--- src/rtl/mtr_ramp_ctrl_pkg.sv ---
// Shared types and constants for the two-wheel motor speed ramp controller.
package mtr_ramp_ctrl_pkg;
  localparam int SPD_W      = 11;
  localparam int PERIOD_MAX = 2047;

  typedef enum logic [1:0] {IDLE, RAMP, HOLD} ramp_state_e;
endpackage

--- src/rtl/wheel_ramp.sv ---
// One wheel's speed/direction ramp: steps toward the target once per PWM period,
// passing through zero and a hold interval whenever the direction has to flip.
module wheel_ramp
  import mtr_ramp_ctrl_pkg::*;
#(
  parameter int RAMP_STEP    = 64,
  parameter int HOLD_PERIODS = 1
) (
  input  logic             clk,
  input  logic             rst_n,
  input  logic             tick,
  input  logic             accept,
  input  logic [SPD_W-1:0] cmd_spd,
  input  logic             cmd_rev,
  output logic [SPD_W-1:0] spd,
  output logic             rev,
  output logic             busy
);

  localparam logic [SPD_W:0] STEP_W    = (SPD_W+1)'(RAMP_STEP);
  localparam logic [15:0]    HOLD_LAST = 16'(HOLD_PERIODS - 1);

  ramp_state_e      state, state_nx;
  logic [SPD_W-1:0] spd_nx, tgt_spd, tgt_spd_nx, stepped;
  logic             rev_nx, tgt_rev, tgt_rev_nx, dir_ok;
  logic [15:0]      hold_cnt, hold_nx;

  // One step toward tgt, computed one bit wider so neither end can wrap.
  function automatic logic [SPD_W-1:0] step_toward(input logic [SPD_W-1:0] cur,
                                                   input logic [SPD_W-1:0] tgt);
    logic [SPD_W:0] cur_w, tgt_w, sum_w, gap_w, dif_w;
    cur_w = {1'b0, cur};
    tgt_w = {1'b0, tgt};
    sum_w = cur_w + STEP_W;
    gap_w = cur_w - tgt_w;
    dif_w = cur_w - STEP_W;
    if (cur_w < tgt_w)
      step_toward = (sum_w >= tgt_w) ? tgt : sum_w[SPD_W-1:0];
    else
      step_toward = (gap_w <= STEP_W) ? tgt : dif_w[SPD_W-1:0];
  endfunction

  always_comb begin
    state_nx   = state;
    spd_nx     = spd;
    rev_nx     = rev;
    tgt_spd_nx = tgt_spd;
    tgt_rev_nx = tgt_rev;
    hold_nx    = hold_cnt;
    stepped    = '0;
    // A zero target is reached in whatever direction the wheel already has.
    dir_ok     = (rev == tgt_rev) || (tgt_spd == '0);
    case (state)
      IDLE: begin
        if (accept) begin
          tgt_spd_nx = cmd_spd;
          tgt_rev_nx = cmd_rev;
          state_nx   = RAMP;
        end
      end
      RAMP: begin
        if (tick) begin
          if (dir_ok) begin
            stepped = step_toward(spd, tgt_spd);
            spd_nx  = stepped;
            if (stepped == tgt_spd) state_nx = IDLE;
          end else begin
            stepped = step_toward(spd, '0);
            spd_nx  = stepped;
            if (stepped == '0) begin
              state_nx = HOLD;
              hold_nx  = '0;
            end
          end
        end
      end
      HOLD: begin
        if (tick) begin
          if (hold_cnt == HOLD_LAST) begin
            rev_nx   = ~rev;
            state_nx = RAMP;
          end else begin
            hold_nx = hold_cnt + 16'd1;
          end
        end
      end
      default: state_nx = IDLE;
    endcase
  end

  always_ff @(posedge clk or negedge rst_n) begin
    if (!rst_n) begin
      state    <= IDLE;
      spd      <= '0;
      rev      <= 1'b0;
      tgt_spd  <= '0;
      tgt_rev  <= 1'b0;
      hold_cnt <= '0;
    end else begin
      state    <= state_nx;
      spd      <= spd_nx;
      rev      <= rev_nx;
      tgt_spd  <= tgt_spd_nx;
      tgt_rev  <= tgt_rev_nx;
      hold_cnt <= hold_nx;
    end
  end

  assign busy = (state != IDLE);

endmodule

--- src/rtl/mtr_ramp_ctrl.sv ---
// Two-wheel ramp controller: accepts a target pair when idle and steps both wheels
// toward it in phase with the motor driver's 2048-cycle PWM period.
module mtr_ramp_ctrl
  import mtr_ramp_ctrl_pkg::*;
#(
  parameter int RAMP_STEP    = 64,
  parameter int HOLD_PERIODS = 1
) (
  input  logic             clk,
  input  logic             rst_n,
  input  logic             cmd_vld,
  output logic             cmd_rdy,
  input  logic [SPD_W-1:0] cmd_lft_spd,
  input  logic [SPD_W-1:0] cmd_rght_spd,
  input  logic             cmd_lft_rev,
  input  logic             cmd_rght_rev,
  output logic [SPD_W-1:0] lft_spd,
  output logic [SPD_W-1:0] rght_spd,
  output logic             lft_rev,
  output logic             rght_rev,
  output logic             busy
);

  logic [SPD_W-1:0] prd_cnt;
  logic             tick, accept, lft_busy, rght_busy;

  always_ff @(posedge clk or negedge rst_n) begin
    if (!rst_n) prd_cnt <= '0;
    else        prd_cnt <= prd_cnt + SPD_W'(1);
  end

  assign tick    = (prd_cnt == SPD_W'(PERIOD_MAX));
  assign busy    = lft_busy | rght_busy;
  assign cmd_rdy = ~busy;
  assign accept  = cmd_vld & cmd_rdy;

  wheel_ramp #(.RAMP_STEP(RAMP_STEP), .HOLD_PERIODS(HOLD_PERIODS)) u_lft (
    .clk     (clk),
    .rst_n   (rst_n),
    .tick    (tick),
    .accept  (accept),
    .cmd_spd (cmd_lft_spd),
    .cmd_rev (cmd_lft_rev),
    .spd     (lft_spd),
    .rev     (lft_rev),
    .busy    (lft_busy)
  );

  wheel_ramp #(.RAMP_STEP(RAMP_STEP), .HOLD_PERIODS(HOLD_PERIODS)) u_rght (
    .clk     (clk),
    .rst_n   (rst_n),
    .tick    (tick),
    .accept  (accept),
    .cmd_spd (cmd_rght_spd),
    .cmd_rev (cmd_rght_rev),
    .spd     (rght_spd),
    .rev     (rght_rev),
    .busy    (rght_busy)
  );

endmodule

--- config.mk ---
export PLATFORM = sky130hd
export DESIGN_NAME = mtr_ramp_ctrl
export DESIGN_NICKNAME = d
export VERILOG_FILES = /design/src/rtl/mtr_ramp_ctrl_pkg.sv /design/src/rtl/wheel_ramp.sv /design/src/rtl/mtr_ramp_ctrl.sv
export SDC_FILE = /design/constraint.sdc
export NUM_CORES = 1
export LEC_CHECK = 0
export BUFFER_PORTS_ARGS = -buffer_cell sky130_fd_sc_hd__clkbuf_2
export CAP_MARGIN = 15
export CORE_MARGIN = 3
export CORE_UTILIZATION = 50
export DETAILED_ROUTE_END_ITERATION = 16
export GPL_TIMING_DRIVEN = 0
export HOLD_SLACK_MARGIN = 0.08
export PLACE_DENSITY = 0.68
export SLEW_MARGIN = 25
export SYNTH_ARGS = -nofsm -noshare
export SYNTH_HDL_FRONTEND = slang
export SYNTH_SLANG_ARGS = --single-unit
--- constraint.sdc ---
create_clock -name clk -period 4.7 [get_ports clk]
set_input_delay 0.47 -clock clk [delete_from_list [all_inputs] [get_ports clk]]
set_output_delay 0.47 -clock clk [all_outputs]
set_load 0.01 [all_outputs]
**Word level (Yosys, flattened, before mapping)**

Index checks and enable logic that the tools add are counted.

- Add/subtract/negate cells: 9
- Order comparisons: 8
- Eq/ne operators: 27
- Multiplexer cells: 49
- Bitwise logic cells: 5
- Reduce and logical (&&, ||, !) cells: 24

Operators with widths:

| kind | count |
|---|---|
| $mux 11 | 22 |
| $mux 16 | 10 |
| $pmux 16 s2 | 2 |
| $logic_not 11->1 | 4 |
| $add 16x1->16 const B | 2 |
| $logic_not 16->1 | 2 |
| $mux 2 | 13 |
| $add 11x7->12 const B | 2 |
| $ge 12x11->1 | 2 |
| $le 12x7->1 const B | 2 |
| $reduce_and 6->1 | 4 |
| $sub 11x11->12 | 2 |
| $eq 11x11->1 | 2 |
| $le 11x7->1 const B | 2 |
| $lt 11x11->1 | 2 |
| $sub 11x7->11 const B | 2 |
| $ne 2x2->1 const B | 10 |
| $pmux 2 s3 | 2 |
| $add 11x1->11 const B | 1 |
| $eq 11x11->1 const B | 1 |
| $ne 2x1->1 const B | 4 |
| $reduce_and 2->1 | 4 |
| $reduce_bool 2->1 | 4 |
| $ne 3x1->1 const B | 2 |
| other kinds (10) | 19 |

- Bits in registers: 95
- Bits of input ports: 27
- Output and inout port bits: 26

**Longest topological paths before layout**

- Depth in word-level cells: 12
- Mapped depth: 14
- Gate-level depth less buffers: 14

**Modules after synthesis**

A second synthesis with hierarchy kept.

- Cell total of the unflattened synthesis: 808
- Area, all modules: 7043.0 µm²

Modules (own cells, without submodules):

| module | instances | cells an instance | area an instance (µm²) |
|---|---|---|---|
| wheel_ramp at u_rght | 1 | 390 | 3320.7 |
| wheel_ramp at u_lft | 1 | 376 | 3228.1 |
| mtr_ramp_ctrl | 1 | 42 | 494.2 |

**Worst setup path after synthesis**

OpenSTA, ideal clock, no wires.

- Path type: register to register
- Start: register u_rght.spd[8]
- End: register u_rght.state[0]
- Setup time: 0.120 ns
- Arrival: 3.188 ns
- Required time: 4.580 ns
- Path slack: 1.392 ns
- Stages on the path, launching flop included: 15
- Buffers on the path: 1
- Cell sequence: dfrtp_1 > buf_1 > nand3_1 > xor2_1 > inv_1 > ha_1 > o21a_1 > o21ai_0 > a311oi_1 > a311oi_1 > a41o_1 > o21ai_0 > a2111oi_0 > a21oi_1 > a31o_2

- Cells in the longest elaborated chain, start to end: 10

RTL lines:

| element | line | RTL |
|---|---|---|
| start, declared | wheel_ramp.sv:15 | `output logic [SPD_W-1:0] spd,` |
| start signal, assigned | wheel_ramp.sv:101 | `spd <= spd_nx;` |
| $sub 11x11->12 / $add 11x7->12 (equally long branches) | wheel_ramp.sv:35, wheel_ramp.sv:34 |  |
| $le 12x7->1 / $ge 12x11->1 (equally long branches) | wheel_ramp.sv:40, wheel_ramp.sv:38 |  |
| $mux 11 (on tied branches) | wheel_ramp.sv:40, wheel_ramp.sv:38 |  |
| $mux 11 | wheel_ramp.sv:37 | `if (cur_w < tgt_w)` |
| $mux 11 | wheel_ramp.sv:63 | `if (dir_ok) begin` |
| $mux 11 | wheel_ramp.sv:62 | `if (tick) begin` |
| $mux 11 | wheel_ramp.sv:53 | `case (state)` |
| $eq 11x11->1 | wheel_ramp.sv:66 | `if (stepped == tgt_spd) state_nx = IDLE;` |
| $ne 3x3->1 (no source line) | -- |  |
| $reduce_and 6->1 (no source line) * | -- |  |
| end signal, assigned | wheel_ramp.sv:100 | `state <= state_nx;` |
| end, declared | wheel_ramp.sv:23 | `ramp_state_e state, state_nx;` |

Mark *: on every way between the ends. The rest lies on a longest branch, timed or not. The select of a mux whose other input is x is not followed.
A chain may end at the register's enable or synchronous reset.

**Worst setup path after layout**

Ends and elaborated chain as after synthesis.

==> results.sh <==
export IMPL_dpl_hpwl_mm=12.4
export IMPL_num_rows=41
export IMPL_timing_slew_headroom_pct=34.4
export IMPL_synth_async_reset_ratio_pct=100
export IMPL_clock_path_buffers=2
export IMPL_hold_violations=0
export IMPL_drt_initial_drc_count=437
export IMPL_numCtsBuffers=9
export IMPL_grt_use_met3_pct=2.86
export IMPL_crit_path_end_kind="register"
export IMPL_die_height_um=123
export IMPL_dieArea_mm2=0.0150
export IMPL_worst_pin_slew_ns=0.971
export IMPL_synth_area_mm2=0.00680
export IMPL_fin_crit_sh_pct=86.3
export IMPL_initial_core_util_pct=52.6
export IMPL_core_area_mm2=0.0129
export IMPL_use_met1_pct=32.3
export IMPL_cts_htree_levels=3
export IMPL_drt_pass1_iter_count=6
export IMPL_clock_sinks=95
export IMPL_ys_warn_count=0
export IMPL_num_fill_cells=1179
export IMPL_fin_cells=981
export IMPL_syn_nets=809
export IMPL_grt_pass1_vias=5569
export IMPL_cts_tree="built"
export IMPL_vias_per_cell=5.94
export IMPL_overflow=0
export IMPL_synth_edf_count=0
export IMPL_dieWidth_um=123
export IMPL_syn_to_final_growth_pct=12.5
export IMPL_gp_congestion=0.896
export IMPL_vias=5832
export IMPL_multi_input_area_mm2=0.00417
export IMPL_holdCritPathClass="input port to register"
export IMPL_ys_seq_elements=95
export IMPL_clk_pin_slew_worst_paths_ns=0.07
export IMPL_postCtsSetupBuffers=0
export IMPL_vdd_drop_max_v=0.000259
export IMPL_port_buffers=52
export IMPL_final_common_cell="dfrtp_1"
export IMPL_path_class="register to register"
export IMPL_fin_crit_ns=4.05
export IMPL_ys_types=82
export IMPL_grt_pass1_wl_mm=27.4
export IMPL_root_buffer="clkbuf_16"
export IMPL_grt_util_met2_pct=35.9
export IMPL_worst_ep_arrival_time_ns=4.29
export IMPL_p_leak_uw=0.00360
export IMPL_grtUsageTotal_pct=22.4
export IMPL_dpl_cell_count=964
export IMPL_worst_clock_skew_ns=0.0103
export IMPL_finalSetupViolations=0
export IMPL_avgSynthCellArea_um2=9.20
export IMPL_synthFlopType="dfrtp_1"
export IMPL_status="complete, no violations"
export IMPL_grt_antenna_before_repair=0
export IMPL_routedWlPerCell_um=16.8
export IMPL_io_pins=53
export IMPL_ant_nets=0
export IMPL_crit_path_max_fanout=10
export IMPL_wirelength_mm=16.4
export IMPL_grt_max_degree=68
export IMPL_num_antenna_cells=0
export IMPL_slew_violations=0
export IMPL_max_freq_ghz=0.247
export IMPL_cp_start_kind="register"
export IMPL_final_cell_mix="dfrtp_1 (95), o21ai_0 (53), nand2_1 (52), clkbuf_2 (52), inv_1 (47)"
export IMPL_power_density_mw_per_mm2=216
export IMPL_fin_setup_tns_ns=0
export IMPL_required_ns=4.93
export IMPL_remaining_drc_errors=0
export IMPL_drive_gt1_share_pct=15.6
export IMPL_worstSkewPairLatency_ns=0.35
export IMPL_nets=874
export IMPL_grt_busiest_layer="met2"
export IMPL_ff_latch_area_mm2=0.00238
export IMPL_rsz0062_at_grt="no"
export IMPL_seq_area_frac_synth_pct=35.0
export IMPL_max_cap_viol_count=0
export IMPL_syn_inst=739
synth_stat cells, types with 4 or more instances:
| cell type | number | area [um^2] |
|---|---|---|
| dfrtp_1 | 95 | 2380 |
| o21ai_0 | 53 | 265 |
| nand2_1 | 52 | 195 |
| inv_1 | 47 | 176 |
| ha_1 | 43 | 538 |
| nor2_1 | 43 | 161 |
| xnor2_1 | 36 | 315 |
| xor2_1 | 34 | 298 |
| nand3_1 | 31 | 155 |
| mux2_2 | 27 | 304 |
| a21oi_1 | 23 | 115 |
| and3_1 | 19 | 119 |
| nor4_1 | 16 | 100 |
| nand4_1 | 14 | 87.6 |
| nand2b_1 | 13 | 81.3 |
| nor3_1 | 13 | 65.1 |
| a22o_1 | 12 | 105 |
| clkbuf_1 | 12 | 45.0 |
| o211ai_1 | 11 | 82.6 |
| o21a_1 | 9 | 67.6 |
| a211oi_1 | 8 | 60.1 |
| a31oi_1 | 8 | 50.1 |
| or3_1 | 8 | 50.1 |
| nor2b_1 | 7 | 43.8 |
| mux2i_1 | 5 | 50.1 |
| a21o_1 | 4 | 30.0 |
| a221oi_1 | 4 | 35.0 |
| a311oi_1 | 4 | 35.0 |
| and2_1 | 4 | 25.0 |
| o31ai_1 | 4 | 30.0 |
path summary, 6_finish.rpt:
kind	startpoint	endpoint	slack [ns]	depth (start not counted)
setup / recovery	u_rght.spd[8]	u_rght.state[0]	0.65	14
hold / removal	cmd_rght_spd[0]	u_rght.tgt_spd[0]	0.35	2
setup reg to reg	u_rght.spd[8]	u_rght.state[0]	0.65	14
hold reg to reg	prd_cnt[7]	prd_cnt[7]	0.47	1
max in group asynchronous	rst_n	u_rght.tgt_spd[2]	3.55	3
min in group asynchronous	rst_n	u_lft.hold_cnt[3]	0.56	2
metal layers:
metal,share of wire [%],vias up
li1,-,2853
met1,48,2837
met2,47,126
met4,1.2,0
met5,0,-
met3,4.0,16
flip-flops by register name (all words and copies together), names as in the netlist:
register,flops
u_lft.hold_cnt,16
u_rght.hold_cnt,16
prd_cnt,11
u_lft.spd,11
u_lft.tgt_spd,11
u_rght.spd,11
u_rght.tgt_spd,11
u_lft.state,2
u_rght.state,2
u_lft.rev,1
u_lft.tgt_rev,1
u_rght.rev,1
u_rght.tgt_rev,1
final cells by class:
type,count,share of cell area (%)
buffer,17,0.900
clock buffer,10,3.12
clock inverter,6,1.18
sequential,95,31.1
tap,172,2.81
inverter,47,2.31
multi-input combinational,580,54.6
timing repair buffer,54,4.01
cells by family (layout without fill, tap and decap cells):
group | Yosys count | after routing | synth area share (%)
AOI/OAI and AO/OA | 187 | 187 | 19.6
xor gates and xnor gates | 70 | 70 | 9.02
adders and majority gates | 43 | 43 | 7.92
buffers and inverters | 64 | 134 | 3.61
DFF | 95 | 95 | 35.0
muxes | 32 | 32 | 5.21
and+or+nand+nor | 248 | 248 | 19.7
power by group:
part	leakage, uW	internal, uW	switching, uW
Clock	0.000159	484	320
Combinational	0.00213	11.4	19.9
Sequential	0.00131	817	0
Total	0.00360	1310	340
critical path: stages (launching register included):
cell and delay [ns]:
dfrtp_1 0.49, buf_1 0.42, nand3_1 0.15, xor2_1 0.39
inv_1 0.08, ha_1 0.30, o21a_1 0.11, o21ai_0 0.28
a311oi_1 0.11, a311oi_1 0.46, a41o_1 0.23, o21ai_0 0.12
a2111oi_0 0.38, a21oi_1 0.18, a31o_2 0.26
stage by stage:
stage / setup slack, ns / instance area [um^2] / total power, uW / util [%] / hold slack [ns]
2_1_floorplan: 1.39 / 6800 / 833 / - / 0.174
3_5_place_dp: 0.715 / 7310 / 865 / 56.5 / 0.381
5_1_grt: 0.295 / 7650 / 1700 / 59.2 / 0.354
4_1_cts: 0.699 / 7650 / 1660 / 59.2 / 0.345
6_report: 0.646 / 7650 / 1650 / 59.2 / 0.352
3_3_place_gp: 0.806 / 7270 / 861 / 56.3 / 0.452
repair_timing:
item	in CTS	in global routing
hold buffers	1	0
hold endpoints to repair	28	0
gates resized for setup	0	0
Power figures use the tool's default switching activity.
